<file path="src/rtl/mul8_acc.sv">
// Block accumulator for 16-bit products from an 8x8 multiplier: sums cfg_len products
// (or until flush), then holds the result until accepted. Optional macro MUL8_ACC_SAT_EN
// makes the accumulator saturate on overflow instead of wrapping.
module mul8_acc #(
    parameter int ACC_W = 20
) (
    input  logic             clk,
    input  logic             rst_n,
    input  logic [7:0]       cfg_len,
    input  logic             in_valid,
    output logic             in_ready,
    input  logic [15:0]      p_in,
    input  logic             flush,
    output logic             out_valid,
    input  logic             out_ready,
    output logic [ACC_W-1:0] sum_o,
    output logic [8:0]       cnt_o,
    output logic             ovf_o
);

    typedef enum logic [1:0] {
        IDLE = 2'd0,
        ACC  = 2'd1,
        HOLD = 2'd2
    } state_t;

    localparam logic [ACC_W-1:0] MAXV = '1;

    state_t           state_q, state_d;
    logic [ACC_W-1:0] acc_q, acc_d;
    logic [8:0]       cnt_q, cnt_d;
    logic [8:0]       len_q, len_d;
    logic             ovf_q, ovf_d;

    logic             accept;
    logic [ACC_W:0]   p_wide;
    logic [ACC_W:0]   sum_w;
    logic             carry;
    logic [8:0]       cnt_inc;
    logic [8:0]       len_first;

    assign accept    = in_valid & in_ready;
    assign p_wide    = {{(ACC_W-15){1'b0}}, p_in};
    assign sum_w     = {1'b0, acc_q} + p_wide;
    assign carry     = sum_w[ACC_W];
    assign cnt_inc   = cnt_q + 9'd1;
    // A programmed length of 0 stands for a full 256-product block.
    assign len_first = (cfg_len == 8'd0) ? 9'd256 : {1'b0, cfg_len};

    always_ff @(posedge clk or negedge rst_n) begin
        if (!rst_n) state_q <= IDLE;
        else        state_q <= state_d;
    end

    always_comb begin
        state_d = state_q;
        case (state_q)
            IDLE: if (accept) state_d = (len_first == 9'd1 || flush) ? HOLD : ACC;
            ACC: begin
                if (flush)                          state_d = HOLD;
                else if (accept && cnt_inc == len_q) state_d = HOLD;
            end
            HOLD: if (out_ready) state_d = IDLE;
            default: state_d = IDLE;
        endcase
    end

    always_comb begin
        in_ready  = (state_q != HOLD);
        out_valid = (state_q == HOLD);
        sum_o     = out_valid ? acc_q : '0;
        cnt_o     = out_valid ? cnt_q : 9'd0;
        ovf_o     = out_valid ? ovf_q : 1'b0;
    end

    always_comb begin
        acc_d = acc_q;
        cnt_d = cnt_q;
        len_d = len_q;
        ovf_d = ovf_q;
        if (accept) begin
            if (state_q == IDLE) begin
                acc_d = p_wide[ACC_W-1:0];
                cnt_d = 9'd1;
                len_d = len_first;
                ovf_d = 1'b0;
            end else begin
`ifdef MUL8_ACC_SAT_EN
                // Once clamped at MAXV any nonzero product carries again, so it stays clamped.
                acc_d = carry ? MAXV : sum_w[ACC_W-1:0];
`else
                acc_d = sum_w[ACC_W-1:0];
`endif
                cnt_d = cnt_inc;
                ovf_d = ovf_q | carry;
            end
        end
    end

    always_ff @(posedge clk or negedge rst_n) begin
        if (!rst_n) begin
            acc_q <= '0;
            cnt_q <= 9'd0;
            len_q <= 9'd0;
            ovf_q <= 1'b0;
        end else begin
            acc_q <= acc_d;
            cnt_q <= cnt_d;
            len_q <= len_d;
            ovf_q <= ovf_d;
        end
    end

endmodule
</file>
<file path="config.mk">
export PLATFORM = sky130hd
export DESIGN_NAME = mul8_acc
export DESIGN_NICKNAME = d
export VERILOG_FILES = /design/src/rtl/mul8_acc.sv
export SDC_FILE = /design/constraint.sdc
export NUM_CORES = 1
export LEC_CHECK = 0
export ABC_AREA = 1
export BUFFER_PORTS_ARGS = -buffer_cell sky130_fd_sc_hd__buf_2
export CORE_ASPECT_RATIO = 0.6
export CORE_UTILIZATION = 35
export DETAILED_ROUTE_END_ITERATION = 8
export GPL_TIMING_DRIVEN = 0
export HOLD_SLACK_MARGIN = 0.1
export PLACE_DENSITY = 0.56
export SLEW_MARGIN = 0
export SYNTH_ARGS = -nofsm -noshare
export SYNTH_HDL_FRONTEND = slang
export SYNTH_SLANG_ARGS = --single-unit
</file>
<file path="constraint.sdc">
create_clock -name clk -period 2.17 [get_ports clk]
set_clock_uncertainty 0.1 [all_clocks]
set_input_delay 0.3255 -clock clk [delete_from_list [all_inputs] [get_ports clk]]
set_output_delay 0.3255 -clock clk [all_outputs]
set_load 0.02 [all_outputs]
</file>
# Word-level counts from Yosys, hierarchy flattened
# Index checks and enable logic that the tools add are counted.
[op_classes] addsub=2 n_eq_ne=8 muxes=13 bitwise=2 reduce_logical=6
[ops] operator="$mux W20" n=2
[ops] operator="$mux W9" n=3
[ops] operator="$add A20 B16 Y21" n=1
[ops] operator="$mux W2" n=5
[ops] operator="$add A9 B1 Y9 const B" n=1
[ops] operator="$eq A9 B1 Y1 const B" n=1
[ops] operator="$eq A9 B9 Y1" n=1
[ops] operator="$logic_not A8 Y1" n=1
[ops] operator="$pmux W2 S3" n=1
[ops] operator="$ne A2 B2 Y1 const B" n=2
[ops] operator="$ne A3 B3 Y1 const B" n=1
[ops] operator="$reduce_and A3 Y1" n=1
[ops] operator="$eq A2 B1 Y1 const B" n=1
[ops] operator="$eq A2 B2 Y1 const B" n=1
[ops] operator="$logic_not A2 Y1" n=1
[ops] operator="$mux W1" n=2
[ops] operator="$ne A2 B1 Y1 const B" n=1
[ops] operator="$reduce_and A2 Y1" n=1
[ops] operator="$and A1 B1 Y1" n=1
[ops] operator="$logic_and A1 B1 Y1" n=1
[ops] operator="$logic_or A1 B1 Y1" n=1
[ops] operator="$or A1 B1 Y1" n=1
[word_totals] ff_bits=41 input_bits=29 out_inout_bits=32 word_cells=36

# Longest topological paths before layout
# Gate-level depths: netlist (run 1).
[logic_depth] word_depth=7 ltp_mapped=13 depth_no_buf=13

# Worst setup path before layout (run 1)
# Ideal clock, no wire load.
[synth_path] path_type="reg-to-reg" start="register acc_q[0]" end="register acc_q[18]" setup_time_ns=0.119 arrival_ns=1.640 required_ns=1.951 path_slack_ns=0.311 path_stages_with_launch=12 n_path_buf=0 synth_period_minus_slack_ns=1.859 path_cell_list="dfrtp_1 > ha_1 > inv_1 > fa_1 > o21ai_4 > nand3_2 > nand2_2 > nand3_2 > nand2_2 > nand3_1 > nand2_1 > nor2_1"
[synth_via] elab_chain_len=2
[synth_lines] element="start, declared" line="30" text="logic [ACC_W-1:0] acc_q, acc_d;"
[synth_lines] element="start signal, assigned" line="102" text="acc_q <= '0;"
[synth_lines] element="start signal, assigned" line="107" text="acc_q <= acc_d;"
[synth_lines] element="$add A20 B16 Y21" line="44" text="assign sum_w = {1'b0, acc_q} + p_wide;"
[synth_lines] element="$mux W20" line="82" text="if (state_q == IDLE) begin"
# Every way passes these cells.
# A chain may end at the register's enable or synchronous reset.

# Final worst setup path (run 1)
[layout_path] start="register acc_q[0]" end="register acc_q[14]"
# The elaborated chain is that of the path after synthesis.

==> metrics, run 1 <==
run status complete, no violations; post-DR vias/cell 5.00; Final Wtd Congestion 0.949; count of unique library cells instantiated by Yosys 39; worst hold slack across all endpoints 0.0922 ns; met3 layer usage reported by global route 4.56%; DIE AREA 0.00968 mm²; number of buffers created by CTS 5; critical path required time 2.22 ns; final-stage net count 599; number of antenna cells inserted 0; synthesized area per cell 6.71 µm²; largest delay contributor family on the critical path adder cells; Die Span Y 76.6 µm; summed area of non-filler cells in the final layout 0.00386 mm²; number of placement rows 26; largest driver fanout on the critical path 4; Total Power Consumption 0.00551 W; Tot GR Track Use 21.4%; Buf/Inv on CP 1; critical-path cell list ha_2 > inv_1 > fa_2 > o21ai_4 > a21o_1 > nand2_1 > nand3_1 > nand3_1 > nand2_1 > o21ai_0; total number of clock tree sinks 41; number of synthesized register bits 41; x dimension of the die 126 µm; EDFF count, synth 0; Overflow after GRT 0; Critical Path Sink Type register; largest stage delay on the critical path 0.39 ns; signal arrival time at the worst endpoint 2.12 ns; vias 3,328; # setup viols final 0; share of flip-flops with an asynchronous set or reset after synthesis 100%; routed wire length 9720 µm; via count of the first global-routing pass 3,022; number of design-rule violations left by the first detailed-router iteration 248; initial cell density of the core 37.1%; library cell contributing the largest single delay on the critical path sky130_fd_sc_hd__fa_2; global route hottest layer met1; worst min-delay path category primary input to asynchronous set/reset pin; final-report max-slew violation count 0; peak supply drop 0.000634 V; number of buffers on the longest clock path 2; placed cell area 0.00369 mm²; sequential area share after synthesis 31.6%; synthesized cell area 0.00325 mm²; CTS H-Tree Depth 2; Power per Cell Area 1430 mW/mm²; number of remaining DRC errors 0; clock latency on the worst-skew pair 0.29 ns; synthesis-to-finish area growth 18.8%; startpoint class of the critical path register; total of max-cap violations 0; unrepaired setup endpoints after global routing false; number of endpoints with negative hold slack in the final report 0; Floorplan Core Area 0.00875 mm²; WL/cell 14.6 µm; maximum number of pins on one net before global-route repair 42; number of top-level pins 61; TritonCTS clock tree yes; number of warning messages in the yosys log 0; global-route wire length before repair 16,000 µm; antenna-violating nets left 0; Static Leakage 1.96 nW; met1 routing resource usage after global routing 34.9%; share of cells above drive strength 1 21.0%; Layout Utilization 44.1%; count of TritonRoute iterations in the first routing pass 5; number of antenna violations at the first check in global routing 0; highest clock frequency the design can meet 484 MHz; worst-case register-to-register setup slack 0.10 ns; most frequently used flop master after synthesis sky130_fd_sc_hd__dfrtp_1; transition time of the tightest slew-check pin 0.974 ns; met2 capacity usage during global routing 27.1%; quantity of I/O buffers inserted on ports 60; syn nets 531; Gate Count Post-Synth 484; remaining max-slew budget at the tightest pin 35.1%; Reg clk slew, reported paths 0.06 ns; min cycle time layout 2.07 ns; placed wire-length estimate after detailed placement 7650 µm; startpoint-to-endpoint class of the critical path register to register; crit share post-route 95.2%; cell at the root of the clock tree sky130_fd_sc_hd__clkbuf_16
synthesized netlist by cell type, types with 2 or more instances:
cell / count / area, µm²
sky130_fd_sc_hd__a21o_1: 4 / 30.0
sky130_fd_sc_hd__a21oi_1: 30 / 150
sky130_fd_sc_hd__a21oi_2: 2 / 17.5
sky130_fd_sc_hd__a22oi_1: 2 / 15.0
sky130_fd_sc_hd__buf_1: 2 / 7.51
sky130_fd_sc_hd__buf_2: 4 / 20.0
sky130_fd_sc_hd__buf_6: 2 / 22.5
sky130_fd_sc_hd__clkbuf_1: 3 / 11.3
sky130_fd_sc_hd__dfrtp_1: 41 / 1030
sky130_fd_sc_hd__ha_1: 17 / 213
sky130_fd_sc_hd__inv_1: 55 / 206
sky130_fd_sc_hd__inv_2: 8 / 30.0
sky130_fd_sc_hd__nand2_1: 110 / 413
sky130_fd_sc_hd__nand2_2: 9 / 56.3
sky130_fd_sc_hd__nand3_1: 39 / 195
sky130_fd_sc_hd__nand3_2: 5 / 50.1
sky130_fd_sc_hd__nand3b_1: 2 / 15.0
sky130_fd_sc_hd__nand4_1: 2 / 12.5
sky130_fd_sc_hd__nor2_1: 74 / 278
sky130_fd_sc_hd__nor2_2: 4 / 25.0
sky130_fd_sc_hd__nor2_4: 2 / 22.5
sky130_fd_sc_hd__nor3_1: 3 / 15.0
sky130_fd_sc_hd__o211ai_1: 2 / 15.0
sky130_fd_sc_hd__o21ai_0: 22 / 110
sky130_fd_sc_hd__o21ai_1: 13 / 65.1
sky130_fd_sc_hd__o21ai_2: 2 / 17.5
sky130_fd_sc_hd__o22ai_1: 10 / 62.6
sky130_fd_sc_hd__xnor2_1: 2 / 17.5
sky130_fd_sc_hd__xor2_1: 3 / 26.3
where the power goes:
| part | total [W] | internal [W] | switching [W] |
|---|---|---|---|
| sequential | 0.00131 | 0.00105 | 0.000256 |
| clock | 0.000753 | 0.000422 | 0.000330 |
| combinational | 0.00344 | 0.00118 | 0.00227 |
| total | 0.00551 | 0.00265 | 0.00285 |
cell type report:
type | count | area, µm²
Clock inverter | 3 | 17.5
Inverter | 63 | 236
Sequential cell | 41 | 1030
Fill cell | 914 | 4890
Tap cell | 112 | 140
Buffer | 11 | 65.1
Clock buffer | 5 | 125
Timing Repair Buffer | 61 | 308
Multi-Input combinational cell | 369 | 1940
stage by stage:
| stage | setup slack (ns) | setup TNS (ns) | instances |
|---|---|---|---|
| floorplan | 0.311 | 0 | 484 |
| global placement | -0.0825 | -0.316 | 656 |
| detailed placement | -0.0903 | -0.426 | 656 |
| CTS | 0.0184 | 0 | 664 |
| global route | 0.00952 | 0 | 665 |
| finish | 0.103 | 0 | 665 |
timing repair:
item | 4_1_cts | 5_1_grt
buffers inserted | 0 | 1
hold buffers | 0 | 0
pin swaps | 0 | 1
gates resized for setup | 2 | 8
endpoints found under the setup margin | 13 | 25
flip-flops by register name, indices dropped and copies added, names as in the netlist:
name / count
acc_q: 20
cnt_q: 9
len_q: 9
ovf_q: 1
state_q: 2
cells in the final DEF (no fill, tap or decap), types with 2 or more instances in the layout:
master / synthesis / layout
sky130_fd_sc_hd__nand2_1: 110 / 110
sky130_fd_sc_hd__clkbuf_16: 0 / 5
sky130_fd_sc_hd__buf_6: 2 / 2
sky130_fd_sc_hd__o21ai_1: 13 / 13
sky130_fd_sc_hd__nor3_1: 3 / 3
sky130_fd_sc_hd__nand2_4: 0 / 2
sky130_fd_sc_hd__inv_2: 8 / 8
sky130_fd_sc_hd__nand2_2: 9 / 7
sky130_fd_sc_hd__o21ai_2: 2 / 2
sky130_fd_sc_hd__o22ai_1: 10 / 10
sky130_fd_sc_hd__a21o_1: 4 / 4
sky130_fd_sc_hd__clkbuf_2: 0 / 3
sky130_fd_sc_hd__nand3_1: 39 / 39
sky130_fd_sc_hd__xor2_1: 3 / 3
sky130_fd_sc_hd__a21oi_2: 2 / 2
sky130_fd_sc_hd__nor2_2: 4 / 4
sky130_fd_sc_hd__buf_1: 2 / 2
sky130_fd_sc_hd__ha_1: 17 / 16
sky130_fd_sc_hd__inv_1: 55 / 55
sky130_fd_sc_hd__buf_2: 4 / 64
sky130_fd_sc_hd__xnor2_1: 2 / 2
sky130_fd_sc_hd__nand4_1: 2 / 2
sky130_fd_sc_hd__a21oi_1: 30 / 30
sky130_fd_sc_hd__dfrtp_1: 41 / 40
sky130_fd_sc_hd__nor2_1: 74 / 74
sky130_fd_sc_hd__clkinv_2: 0 / 2
sky130_fd_sc_hd__o211ai_1: 2 / 2
sky130_fd_sc_hd__a22oi_1: 2 / 2
sky130_fd_sc_hd__nand3b_1: 2 / 2
sky130_fd_sc_hd__nand3_2: 5 / 5
sky130_fd_sc_hd__o21ai_0: 22 / 22
sky130_fd_sc_hd__nor2_4: 2 / 2
metal layers:
metal / share of wire, % / wire length, µm / vias up
met3: 6.5 / 628 / 8
li1: - / - / 1711
met2: 35 / 3450 / 103
met5: 0 / 0 / -
met4: 0.80 / 78 / 0
met1: 57 / 5570 / 1506
worst paths after layout:
kind,from,cells past startpoint,end
max,acc_q[0],10,acc_q[14]
max in group asynchronous,rst_n,1,state_q[1]
min reg2reg,acc_q[11],2,acc_q[11]
max reg2reg,acc_q[0],10,acc_q[14]
min,rst_n,1,acc_q[9]
min in group clk,cfg_len[6],3,len_q[6]
cells by family after synthesis:
family,count (synthesis),synth area share (%)
adder cells (fa/ha/maj),18,7.17
XOR/XNOR,5,1.35
AND/OR/NAND/NOR,255,34.4
buffers and inverters,74,9.17
AO/OA/AOI/OAI,91,16.3
flip-flops,41,31.6
(Power assumes the default switching activity.)
==> run 2, diff against run 1 <==
- CELL_PAD_IN_SITES_DETAIL_PLACEMENT: unset -> 0
- CELL_PAD_IN_SITES_GLOBAL_PLACEMENT: unset -> 1
- CORE_MARGIN: unset -> 2
- PLACE_DENSITY: 0.56 -> 0.74
==> run 2 against run 1 <==
  * Via count increased by 1.6%
  * Utilization shrank 0.79 points
  * Sequential share of layout area down 0.48 points
  * Total power up 6.0%
  * Cell count is 0.90% higher
  * Clock power is 34% higher
  * Global-route usage fell by 0.21 points
  * First-iteration DRC count shrank 1.6%
  * Largest cell class unchanged
==> metrics, run 2 (synthesis results as in run 1) <==
number of endpoints with negative hold slack in the final report 0; run status complete, no violations; remaining max-slew budget at the tightest pin 32.9%; startpoint-to-endpoint class of the critical path register to output pin; maximum number of pins on one net before global-route repair 42; Power per Cell Area 1480 mW/mm²; library cell contributing the largest single delay on the critical path sky130_fd_sc_hd__dfrtp_2; most common cell after layout, fill and taps aside sky130_fd_sc_hd__nand2_1; max reg flops 20; placed wire-length estimate after detailed placement 7990 µm; unrepaired setup endpoints after global routing false; critical-path cell list inv_1 > nor2_2 > inv_2 > clkbuf_2 > nor2_1 > buf_2; transition time of the tightest slew-check pin 1.01 ns; area of the multi-input gates 0.00194 mm²; count of cells along the worst register-to-register path 10; startpoint class of the critical path register; clock latency on the worst-skew pair 0.29 ns; global-route wire length before repair 16,500 µm; final-stage net count 601; DIE AREA 0.0101 mm²; startpoint of the worst register-to-register path acc_q[0]; via count of the first global-routing pass 3,141; reg-to-reg endpoint acc_q[14]; largest registers ranked by flip-flop count acc_q (20), cnt_q (9), len_q (9); placed instance count 660; quantity of I/O buffers inserted on ports 60; CTS H-Tree Depth 2; cell at the root of the clock tree sky130_fd_sc_hd__clkbuf_16; Static Leakage 1.99 nW; largest stage delay on the critical path 0.43 ns; Worst Slack Setup Final 0.0918 ns; number of design-rule violations left by the first detailed-router iteration 244; Die Span Y 78.6 µm; vias 3,380; number of antenna cells inserted 0; post-DR vias/cell 5.04; largest delay contributor family on the critical path buffers and inverters; total of max-cap violations 0; crit share post-route 95.8%; number of top-level pins 61; worst min-delay path category primary input to asynchronous set/reset pin; worst-case register-to-register setup slack 0.12 ns; routed wire length 10,200 µm; worst hold slack across all endpoints 0.109 ns; antenna-violating nets left 0; non-filler instance count after layout 671; peak supply drop 0.000599 V; number of placement rows 27; Layout Utilization 43.3%; Setup Slack @ Placement -0.0629 ns; most flop-heavy register acc_q; count of TritonRoute iterations in the first routing pass 5; WL/cell 15.2 µm; critical path required time 1.74 ns; register cell area after layout 0.00103 mm²; x dimension of the die 128 µm; number of buffers created by CTS 5; TritonCTS clock tree yes; number of remaining DRC errors 0; min cycle time layout 2.08 ns; number of antenna violations at the first check in global routing 0; largest driver fanout on the critical path 10; Overflow after GRT 0; highest clock frequency the design can meet 481 MHz; Floorplan Core Area 0.00909 mm²; synthesis-to-finish area growth 21.2%; signal arrival time at the worst endpoint 1.65 ns; count of fill cells added during filler insertion 962; initial cell density of the core 35.7%; Critical Path Sink Type output pin; Reg clk slew, reported paths 0.07 ns; # setup viols final 0; final-report max-slew violation count 0; Tot GR Track Use 21.1%; share of cells above drive strength 1 21.8%; total number of clock tree sinks 41; Final Wtd Congestion 0.860; Buf/Inv on CP 4; worst setup path startpoint state_q[1]; commonest non-fill, non-tap cells in the layout 110 x sky130_fd_sc_hd__nand2_1, 74 x sky130_fd_sc_hd__nor2_1, 65 x sky130_fd_sc_hd__buf_2; number of buffers on the longest clock path 2
[run 2: cell type report]
class | instances | share of cell area (%)
Clock buffer | 5 | 3.18
Inverter | 63 | 6.01
Sequential cell | 41 | 26.1
Timing Repair Buffer | 63 | 8.21
Clock inverter | 3 | 1.75
Multi-Input combinational cell | 369 | 49.4
Buffer | 11 | 1.65
Tap cell | 116 | 3.69
[run 2: how the worst max path moves through the flow]
stage                            to  slack, ns  depth (start not counted)
after CTS                 acc_q[14]       0.01                         10
final                      cnt_o[2]       0.09                          6
after floorplan           acc_q[18]       0.31                         11
after global placement    acc_q[14]      -0.08                         11
after detailed placement  acc_q[14]      -0.06                         11
after global routing          ovf_q       0.02                         10
[run 2: per-stage QoR]
stage               power (W)  setup TNS [ns]  instance area, µm²
global placement      0.00466          -0.253                3690
CTS                   0.00574               0                3890
finish                0.00584               0                3930
floorplan             0.00374               0                3250
detailed placement    0.00471          -0.245                3690
global route          0.00633               0                3930
[run 2: layer usage]
layer	global-route usage, %	routed length [µm]
met1	34.8	5620
met2	28.0	3730
met3	4.23	775
met4	2.97	52
met5	0	0
[run 2: what timing repair did]
item / CTS / global route
hold buffers: 0 / 0
resized for setup: 2 / 11
buffers inserted: 0 / 3
setup endpoints to repair: 17 / 33
pin swaps: 0 / 4
[run 2: power breakdown]
group / internal (W) / leakage, nW / switching, W
Sequential: 0.00106 / 0.517 / 0.000257
Combinational: 0.00120 / 1.38 / 0.00232
Clock: 0.000664 / 0.0944 / 0.000342
==> run 3, diff against run 2 <==
- CORE_UTILIZATION: 35 -> 40
- PLACE_DENSITY: 0.74 -> 0.82
==> run 3 against run 2 <==
  * Via count decreased by 0.86%
  * Cell count decreased by 1.3%
  * Worst setup slack improved by 0.018 ns
  * Die area decreased by 12%
  * Wire length decreased by 4.0%
  * Fmax increased by 0.87%
  * Sequential cell count unchanged
  * Sequential share of layout area increased by 0.21 points
==> metrics, run 3 (synthesis results as in run 1) <==
run status complete, no violations; Die Span Y 73.8 µm; number of endpoints with negative hold slack in the final report 0; TritonCTS clock tree yes; hold-fix buffer count after cts 0; x dimension of the die 120 µm; CTS H-Tree Depth 2; most flop-heavy register acc_q; critical-path cell list nor2_2 > inv_2 > clkbuf_2 > nor2_1 > buf_2; via count of the first global-routing pass 3,026; critical path required time 1.74 ns; largest delay contributor family on the critical path buffers and inverters; Floorplan Core Area 0.00788 mm²; number of remaining DRC errors 0; remaining max-slew budget at the tightest pin 32.3%; min cycle time layout 2.06 ns; # setup viols final 0; Overflow after GRT 0; routed wire length 9780 µm; Flop pwr share 22.8%; number of placement rows 25; Final Wtd Congestion 0.899; largest registers ranked by flip-flop count acc_q (20), cnt_q (9), len_q (9); Internal 0.00289 W; non-filler instance count after layout 662; count of TritonRoute iterations in the first routing pass 5; highest clock frequency the design can meet 485 MHz; Reg clk slew, reported paths 0.06 ns; startpoint class of the critical path register; vias 3,351; post-DR vias/cell 5.06; initial cell density of the core 41.2%; final-stage net count 600; number of antenna cells inserted 0; peak supply drop 0.000699 V; maximum number of pins on one net before global-route repair 42; startpoint-to-endpoint class of the critical path register to output pin; largest driver fanout on the critical path 10; placed wire-length estimate after detailed placement 7580 µm; count of fill cells added during filler insertion 855; quantity of I/O buffers inserted on ports 60; share of cells above drive strength 1 21.1%; clock latency on the worst-skew pair 0.29 ns; DIE AREA 0.00888 mm²; final-report max-slew violation count 0; total of max-cap violations 0; Power per Cell Area 1480 mW/mm²; area of the multi-input gates 0.00193 mm²; number of buffers on the longest clock path 2; placed instance count 652; total number of clock tree sinks 41; Clock Power Share 17.2%; synthesis-to-finish area growth 20.0%; Buf/Inv on CP 3; combinational power share 59.9%; transition time of the tightest slew-check pin 1.02 ns; library cell contributing the largest single delay on the critical path sky130_fd_sc_hd__dfrtp_1; number of design-rule violations left by the first detailed-router iteration 260; Static Leakage 1.98 nW; largest stage delay on the critical path 0.45 ns; register cell area after layout 0.00103 mm²; worst hold slack across all endpoints 0.112 ns; crit share post-route 94.9%; Tot GR Track Use 22.9%; max reg flops 20; number of top-level pins 61; Critical Path Sink Type output pin; worst min-delay path category primary input to asynchronous set/reset pin; switching power 0.00287 W; switch share 49.8%; commonest non-fill, non-tap cells in the layout 110 x sky130_fd_sc_hd__nand2_1, 74 x sky130_fd_sc_hd__nor2_1, 64 x sky130_fd_sc_hd__buf_2; number of buffers created by CTS 5; antenna-violating nets left 0; signal arrival time at the worst endpoint 1.63 ns; cell at the root of the clock tree sky130_fd_sc_hd__clkbuf_16; WL/cell 14.8 µm; global-route wire length before repair 15,500 µm; most common cell after layout, fill and taps aside sky130_fd_sc_hd__nand2_1; number of antenna violations at the first check in global routing 0
-- run 3: area by class of cell --
type                       count  share of cell area (%)
tap                          108                    3.47
buffer                        11                    1.67
clock inverter                 3                    1.67
sequential                    41                    26.4
timing repair buffer          62                    8.09
multi-input combinational    369                    49.5
clock buffer                   5                    3.21
inverter                      63                    6.07
-- run 3: routing by layer --
layer / vias to the layer above / GRT usage (%) / part of all wire [%]
li1: 1714 / - / -
met1: 1513 / 37.1 / 56
met2: 117 / 30.7 / 36
met3: 7 / 4.19 / 7.2
met4: 0 / 4.39 / 0.62
met5: - / 0 / 0
-- run 3: worst reg2reg max path, delay by kind of cell (launching register included) --
kind            cells  cell delay (ns)
compound gates      2             0.34
fa+ha+maj           2             0.59
buf+inv             1             0.08
flops               1             0.36
simple gates        5             0.50
-- run 3: power groups by stage --
stage / Sequential [W] / Combinational [W] / Clock, W
after floorplan: 0.00123 / 0.00251 / 0
after global placement: 0.00131 / 0.00334 / 0
after detailed placement: 0.00132 / 0.00336 / 0
after CTS: 0.00130 / 0.00339 / 0.00101
after global routing: 0.00135 / 0.00386 / 0.00103
final: 0.00131 / 0.00345 / 0.000991
-- run 3: worst paths after layout --
path / slack [ns] / cells past startpoint / endpoint / start
min in group clk: 0.16 / 3 / len_q[6] / cfg_len[6]
min reg2reg: 0.42 / 2 / ovf_q / ovf_q
min: 0.11 / 1 / acc_q[12] / rst_n
max: 0.11 / 5 / sum_o[3] / state_q[0]
max reg2reg: 0.14 / 10 / acc_q[16] / acc_q[0]
max in group asynchronous: 1.16 / 1 / state_q[1] / rst_n
-- run 3: per-stage QoR --
step	util (%)	area, µm²	setup slack, ns	setup TNS [ns]	total power [W]
2_1_floorplan	-	3250	0.311	0	0.00374
3_3_place_gp	46.7	3680	-0.0645	-0.232	0.00464
3_5_place_dp	46.7	3680	-0.0476	-0.187	0.00468
4_1_cts	49.1	3870	0.00262	0	0.00570
5_1_grt	49.4	3900	-0.00354	-0.00354	0.00624
6_report	49.4	3900	0.110	0	0.00576
-- run 3: timing repair --
| action | in CTS | in global routing |
|---|---|---|
| endpoints found under the setup margin | 10 | 37 |
| setup buffers | 0 | 2 |
| gates resized for setup | 1 | 7 |
| pin swaps | 0 | 1 |
